### src/rtl/flow_fifo.sv
// Single-clock show-ahead FIFO with occupancy count, threshold flags, flush and sticky error flags.
// Latency: a write is visible on dataOut one edge later; a pop exposes the next word on the same edge.
// Backpressure: none; a write when full is dropped (OVERWRITE=0) or evicts the oldest word (OVERWRITE=1).
module flow_fifo #(
    parameter int WORD_SIZE    = 8,
    parameter int ADDRESS_SIZE = 4,
    parameter int OVERWRITE    = 0,
    parameter int ALMOST_FULL  = (1 << ADDRESS_SIZE) - 1,
    parameter int ALMOST_EMPTY = 1
) (
    input  logic                    clk,
    input  logic                    rst_n,
    input  logic [WORD_SIZE-1:0]    dataIn,
    input  logic                    we,
    output logic [WORD_SIZE-1:0]    dataOut,
    input  logic                    oe,
    input  logic                    flush,
    input  logic                    clearFlags,
    output logic                    isData,
    output logic                    bufferFull,
    output logic                    almostFull,
    output logic                    almostEmpty,
    output logic [ADDRESS_SIZE:0]   count,
    output logic                    dataLost,
    output logic                    readError
);

    localparam int                  DEPTH     = 1 << ADDRESS_SIZE;
    localparam logic [ADDRESS_SIZE:0] DEPTH_CNT = {1'b1, {ADDRESS_SIZE{1'b0}}};
    localparam logic [ADDRESS_SIZE:0] PTR_INC   = {{ADDRESS_SIZE{1'b0}}, 1'b1};
    localparam logic [ADDRESS_SIZE:0] AF_TH     = ALMOST_FULL[ADDRESS_SIZE:0];
    localparam logic [ADDRESS_SIZE:0] AE_TH     = ALMOST_EMPTY[ADDRESS_SIZE:0];

    logic [WORD_SIZE-1:0]  mem_q [DEPTH];
    logic [ADDRESS_SIZE:0] wr_ptr_q, wr_ptr_d;
    logic [ADDRESS_SIZE:0] rd_ptr_q, rd_ptr_d;
    logic                  data_lost_q, data_lost_d;
    logic                  read_error_q, read_error_d;
    logic [ADDRESS_SIZE:0] cnt;
    logic                  full, empty;
    logic                  do_write, mem_we, lost_evt, rd_err_evt;

    // The extra pointer bit lets the difference distinguish full (DEPTH) from empty (0).
    assign cnt   = wr_ptr_q - rd_ptr_q;
    assign full  = (cnt == DEPTH_CNT);
    assign empty = (cnt == '0);

    always_comb begin
        do_write     = we && (!full || oe || (OVERWRITE != 0));
        lost_evt     = we && full && !oe;
        rd_err_evt   = oe && empty;
        mem_we       = 1'b0;
        wr_ptr_d     = wr_ptr_q;
        rd_ptr_d     = rd_ptr_q;
        data_lost_d  = clearFlags ? 1'b0 : data_lost_q;
        read_error_d = clearFlags ? 1'b0 : read_error_q;
        if (flush) begin
            wr_ptr_d = '0;
            rd_ptr_d = '0;
        end else begin
            mem_we = do_write;
            if (do_write) begin
                wr_ptr_d = wr_ptr_q + PTR_INC;
            end
            // Overwrite-on-full evicts the oldest word by advancing the read side too.
            if ((oe && !empty) || (lost_evt && (OVERWRITE != 0))) begin
                rd_ptr_d = rd_ptr_q + PTR_INC;
            end
            if (lost_evt) begin
                data_lost_d = 1'b1;
            end
            if (rd_err_evt) begin
                read_error_d = 1'b1;
            end
        end
    end

    always_ff @(posedge clk) begin
        if (!rst_n) begin
            wr_ptr_q     <= '0;
            rd_ptr_q     <= '0;
            data_lost_q  <= 1'b0;
            read_error_q <= 1'b0;
        end else begin
            wr_ptr_q     <= wr_ptr_d;
            rd_ptr_q     <= rd_ptr_d;
            data_lost_q  <= data_lost_d;
            read_error_q <= read_error_d;
        end
    end

    always_ff @(posedge clk) begin
        if (rst_n && mem_we) begin
            mem_q[wr_ptr_q[ADDRESS_SIZE-1:0]] <= dataIn;
        end
    end

    assign dataOut     = empty ? '0 : mem_q[rd_ptr_q[ADDRESS_SIZE-1:0]];
    assign isData      = !empty;
    assign bufferFull  = full;
    assign almostFull  = (cnt >= AF_TH);
    assign almostEmpty = (cnt <= AE_TH);
    assign count       = cnt;
    assign dataLost    = data_lost_q;
    assign readError   = read_error_q;

endmodule

### config.mk
export PLATFORM = sky130hd
export DESIGN_NAME = flow_fifo
export DESIGN_NICKNAME = d
export VERILOG_FILES = /design/src/rtl/flow_fifo.sv
export SDC_FILE = /design/constraint.sdc
export NUM_CORES = 1
export LEC_CHECK = 0
export CAP_MARGIN = 20
export CORE_ASPECT_RATIO = 2
export CORE_MARGIN = 1
export CORE_UTILIZATION = 45
export DETAILED_ROUTE_END_ITERATION = 16
export DONT_BUFFER_PORTS = 1
export PLACE_DENSITY = 0.72
export SYNTH_ARGS = -nofsm -noshare
export SYNTH_HDL_FRONTEND = slang
export SYNTH_SLANG_ARGS = --single-unit
### constraint.sdc
create_clock -name clk -period 3.1 [get_ports clk]
set_input_delay 0.62 -clock clk [delete_from_list [all_inputs] [get_ports clk]]
set_output_delay 0.62 -clock clk [all_outputs]
set_load 0.01 [all_outputs]
==> results of run 1 <==
[what timing repair did]
| action | in CTS | in global routing |
|---|---|---|
| endpoints found under the setup margin | 12 | 11 |
| setup buffers | 6 | 3 |
| pin swaps | 6 | 4 |
| gates cloned | 1 | 0 |
| hold buffers | 0 | 0 |
| resized for setup | 21 | 9 |
[metrics by stage]
stage | setup WS, ns | hold WS [ns]
5_1_grt | -0.0139 | 0.275
3_5_place_dp | 0.0709 | 0.519
4_1_cts | -0.0147 | 0.284
3_3_place_gp | 0.159 | 0.464
2_1_floorplan | -0.126 | 0.450
6_report | 0.0877 | 0.298
[logic make-up after synthesis]
group	Yosys count	share of synthesized area
compound gates	14	0.0160
simple gates	76	0.0675
flops	144	0.691
xor+xnor	5	0.0116
buf+inv	26	0.0185
mux	54	0.174
fa+ha+maj	10	0.0220
[worst max-delay path by stage]
| stage | endpoint | slack [ns] | cells past startpoint | start |
|---|---|---|---|---|
| 6_report | dataOut[0] | 0.09 | 9 | wr_ptr_q[0] |
| 5_1_grt | dataOut[4] | -0.01 | 9 | wr_ptr_q[0] |
| 4_1_cts | dataOut[3] | -0.01 | 9 | wr_ptr_q[0] |
| 3_5_place_dp | dataOut[6] | 0.07 | 10 | wr_ptr_q[0] |
| 3_3_place_gp | dataOut[7] | 0.16 | 10 | wr_ptr_q[0] |
| 2_1_floorplan | mem_q[3][0] | -0.13 | 9 | wr_ptr_q[0] |
[cell type report]
cell class,count,share of cell area
flip-flops and latches,144,0.574
repair buffers,38,0.0437
multi-input cells,159,0.259
well taps,152,0.0262
inverters,11,0.00637
clock inverters,13,0.0324
clock buffers,18,0.0590
[state kept, by name (all words and copies together), names as in the netlist, named ones only]
register and cells:
dataLost 1, mem_q 128, rd_ptr_q 5, readError 1, wr_ptr_q 5
[per-layer routing]
layer / GRT usage / vias up / routed length, µm
met5: 0 / - / 0
met4: 0.0855 / 0 / 292
met3: 0.0488 / 20 / 470
met2: 0.375 / 92 / 7670
met1: 0.204 / 1681 / 4530
li1: - / 1397 / -
[where the power goes]
group	leakage [nW]	internal, mW	switching, mW
Sequential	1.28	2.12	0.00729
Combinational	0.772	0.140	0.166
Clock	0.317	1.51	0.762
Total	2.37	3.77	0.935
[cell usage after synthesis (all sizes together) (4+ instances only)]
library cell	number	area, µm²
nor2	4	15.0
dfxtp	16	320
mux4	40	901
edfxtp	128	3840
buf	11	55.1
nor2b	9	56.3
nor3	9	56.3
a21oi	7	38.8
nor4	9	56.3
nand2	24	90.1
nand3	4	20.0
ha	9	113
nand2b	11	68.8
inv	11	41.3
mux2i	13	134
clkbuf	4	15.0
==> metrics, run 1 <==
post-synthesis cell type count 36; IO Pins 33; crit-path max FO 5; WP buf/inv 2; Syn Area/Cell 18.3 µm²; initial antenna violation count 0; Slew Limit Fails 0; clk sink count 144; max-cap violations 0; routed wire length 13.0 mm; fillers 939; All-Layer GR Usage 0.199; Worst-Skew Late Latency 0.41 ns; Peak supply drop 0.460 mV; Remaining DRCs 2; Post-Syn Instances 329; design area 7270 µm²; crit path DAT 2.39 ns; Final min period 3.01 ns; Die W 83.8 µm; Reg-to-Reg Start wr_ptr_q[0]; R2R setup slack 0.29 ns; H-tree levels 4; sequential share of the synthesized area 0.691; number of synthesis warnings 0; Starting DRT DRC Count 213; placed insts 494; pwr dens 647 nW/µm²; Placer Congestion 0.857; wire length per cell 24.2 µm; vias in the first global route 3403; worst hold start dataIn[3]; Fin. Hold Viols 0; crit path max-delay cell type dfxtp_4; power after layout 4.70 mW; RSZ-0062 raised after global routing yes; Port Buffers 0; hold depth 0; Min-Delay Path Class in -> reg; highest clock rate 332 MHz; Die Y 166 µm; non-filler cells, final 535; area delta synth->final 20.6%; Max-Slew Margin vs Limit 0.554; fin util 0.556; largest net degree at the start of global routing 33; Synth Cell Area 6030 µm²; fin crit share 0.972; Std-Cell Core Area 13100 µm²; worst-margin pin slew 0.668 ns; # diodes 0; most frequent cells in the layout 128 x edfxtp_1, 40 x mux4_2, 34 x buf_4, 24 x nand2_1, 17 x clkbuf_16; Top FF cell, synth edfxtp_1; layout cells sized above 1 0.379; Overflow after GRT 0; CTS tree built; Fin Clk Skew 0.00696 ns; DR vias/cell 5.96; row cnt 59; 1st-pass router iterations 10; Max stage delay on crit path 0.37 ns; r2r worst-path depth 11; vias 3190; CP Launch Type register; storage element area 4170 µm²; footprint of the multi-input gates 1880 µm²; CTS Buf Count 17; clk root buf clkbuf_16; Longest Clk Path Bufs 2; first-pass GRT wire length 19.8 mm; Endpoint, Worst Hold mem_q[4][3]; Post-synth EDFFs 128; Data required, critical path 2.48 ns; CP endpoint kind primary output; failing checks DRC; setup TNS 0 ns; delay-heaviest family, CP adder cells; worst-path cell chain inv_4, ha_4, fa_2, xor2_2, nand4b_1, mux2_4, nor2_4, buf_6, nor2b_2; total nets after synthesis 353; register bit total from synthesis 144; Final ANT Viol Nets 0; hpwl dp 8.66 mm; static leakage 2.37 nW; Die ar. 13900 µm²; DP Area 6430 µm²; register clock-pin slew on the reported worst setup and hold paths 0.06 ns; Initial Util 0.461; CP Class reg -> out; ys async rst share 0; nets 395; # setup viols final 0; commonest non-fill, non-tap cell in the layout edfxtp_1; run status complete, but fails checks; worst r2r dst mem_q[15][4]
Note: power is estimated with default switching activity, not from simulation.
==> run 2: changes to the inputs <==
- PLACE_DENSITY: 0.72 -> 0.7
- clock period: 3.1 -> 2.9 ns (I/O delays scaled with it)
==> metrics, run 2 (same netlist as run 1, synthesis figures left out) <==
Max-Slew Margin vs Limit 0.622; All-Layer GR Usage 0.197; nets 396; placed insts 494; vias 3150; highest clock rate 333 MHz; register clock-pin slew on the reported worst setup and hold paths 0.06 ns; Slew Limit Fails 0; layout cells sized above 1 0.405; most frequent cells in the layout 128 x edfxtp_1, 40 x mux4_2, 34 x buf_4, 24 x nand2_1, 17 x clkbuf_16; Worst-Skew Late Latency 0.41 ns; RSZ-0062 raised after global routing yes; hold-fix buffers at CTS 0; Die Y 166 µm; clk sink count 144; Starting DRT DRC Count 233; largest net degree at the start of global routing 33; crit path DAT 2.42 ns; Std-Cell Core Area 13100 µm²; Min-Delay Path Class in -> reg; Placer Congestion 0.822; Die ar. 13900 µm²; Fin. Hold Viols 0; Remaining DRCs 6; Post-Place Worst Slack 0.144 ns; Overflow after GRT 0; commonest non-fill, non-tap cell in the layout edfxtp_1; fin crit share 1.04; Port Buffers 0; wire length per cell 23.7 µm; Peak supply drop 0.281 mV; Fin Clk Skew 0.00977 ns; routed wire length 12.7 mm; Initial Util 0.461; # setup viols final 9; pwr dens 644 nW/µm²; worst setup margin -0.105 ns; non-filler cells, final 537; # diodes 0; worst-margin pin slew 0.566 ns; first-pass GRT wire length 19.4 mm; 1st-pass router iterations 11; CP endpoint kind primary output; Final min period 3.00 ns; Data required, critical path 2.32 ns; IO Pins 33; static leakage 2.38 nW; row cnt 59; CTS tree built; vias in the first global route 3294; max-cap violations 0; DR vias/cell 5.87; run status complete, but fails checks; area delta synth->final 21.7%; failing checks DRC, setup timing; CP Class reg -> out; initial antenna violation count 0; fillers 973; Longest Clk Path Bufs 2; CTS Buf Count 17; clk root buf clkbuf_16; Final ANT Viol Nets 0; H-tree levels 4; CP Launch Type register; hpwl dp 8.89 mm; Largest register FFs 128; crit-path max FO 5; Die W 83.8 µm
-- run 2: cell count changes in the layout (fill, tap and decap cells not counted), sizes merged --
cell,delta
clkinv,-2
inv,+8
bufinv,-5
buf,+1
-- run 2: worst paths after layout --
| kind | startpoint | endpoint | slack, ns | cells past startpoint |
|---|---|---|---|---|
| setup / recovery | wr_ptr_q[0] | dataOut[3] | -0.10 | 9 |
| hold / removal | dataIn[4] | mem_q[4][4] | 0.26 | 0 |
| setup reg to reg | wr_ptr_q[0] | mem_q[1][7] | 0.27 | 11 |
| hold reg to reg | rd_ptr_q[3] | rd_ptr_q[3] | 0.48 | 2 |
-- run 2: power breakdown --
| part | internal (mW) | switching [mW] | total (mW) | leakage, nW |
|---|---|---|---|---|
| Sequential | 2.27 | 0.00689 | 2.27 | 1.28 |
| Clock | 1.21 | 0.869 | 2.08 | 0.277 |
| Combinational | 0.174 | 0.198 | 0.372 | 0.821 |
-- run 2: final cells by class --
type	instances	area (µm²)	area share
clock inverter	14	146	0.0200
tap	152	190	0.0259
sequential	144	4170	0.568
multi-input combinational	159	2010	0.275
inverter	11	43.8	0.00597
clock buffer	18	429	0.0585
timing repair buffer	39	342	0.0466
-- run 2: worst max-delay path: stages (launching register included) --
cell     delay [ns]
dfxtp_2        0.33
inv_2          0.05
ha_4           0.15
fa_2           0.39
xor2_4         0.20
nand4_1        0.16
mux2_4         0.33
nor2_4         0.16
buf_8          0.18
nor2b_4        0.06
-- run 2: timing repair --
action / in CTS / in global routing
gates resized for setup: 38 / 4
cloned: 1 / 0
setup endpoints to repair: 13 / 12
buffers inserted: 7 / 3
pin swaps: 8 / 3
-- run 2: through the flow --
stage	hold slack [ns]	total power [mW]	instance area, µm²	util	TNS, ns
6_report	0.261	4.73	7330	0.561	-0.843
5_1_grt	0.240	4.86	7330	0.561	-1.22
4_1_cts	0.241	4.76	7280	0.557	-0.923
3_5_place_dp	0.477	2.58	6500	0.498	0
3_3_place_gp	0.474	2.58	6500	0.498	0
2_1_floorplan	0.450	2.51	6100	-	-8.22
-- run 2: metal layers --
layer / vias to the layer above / share of wire / GRT usage
li1: 1398 / - / -
met2: 116 / 0.59 / 0.365
met4: 0 / 0.033 / 0.0952
met1: 1613 / 0.34 / 0.204
met3: 23 / 0.042 / 0.0483
met5: - / 0 / 0
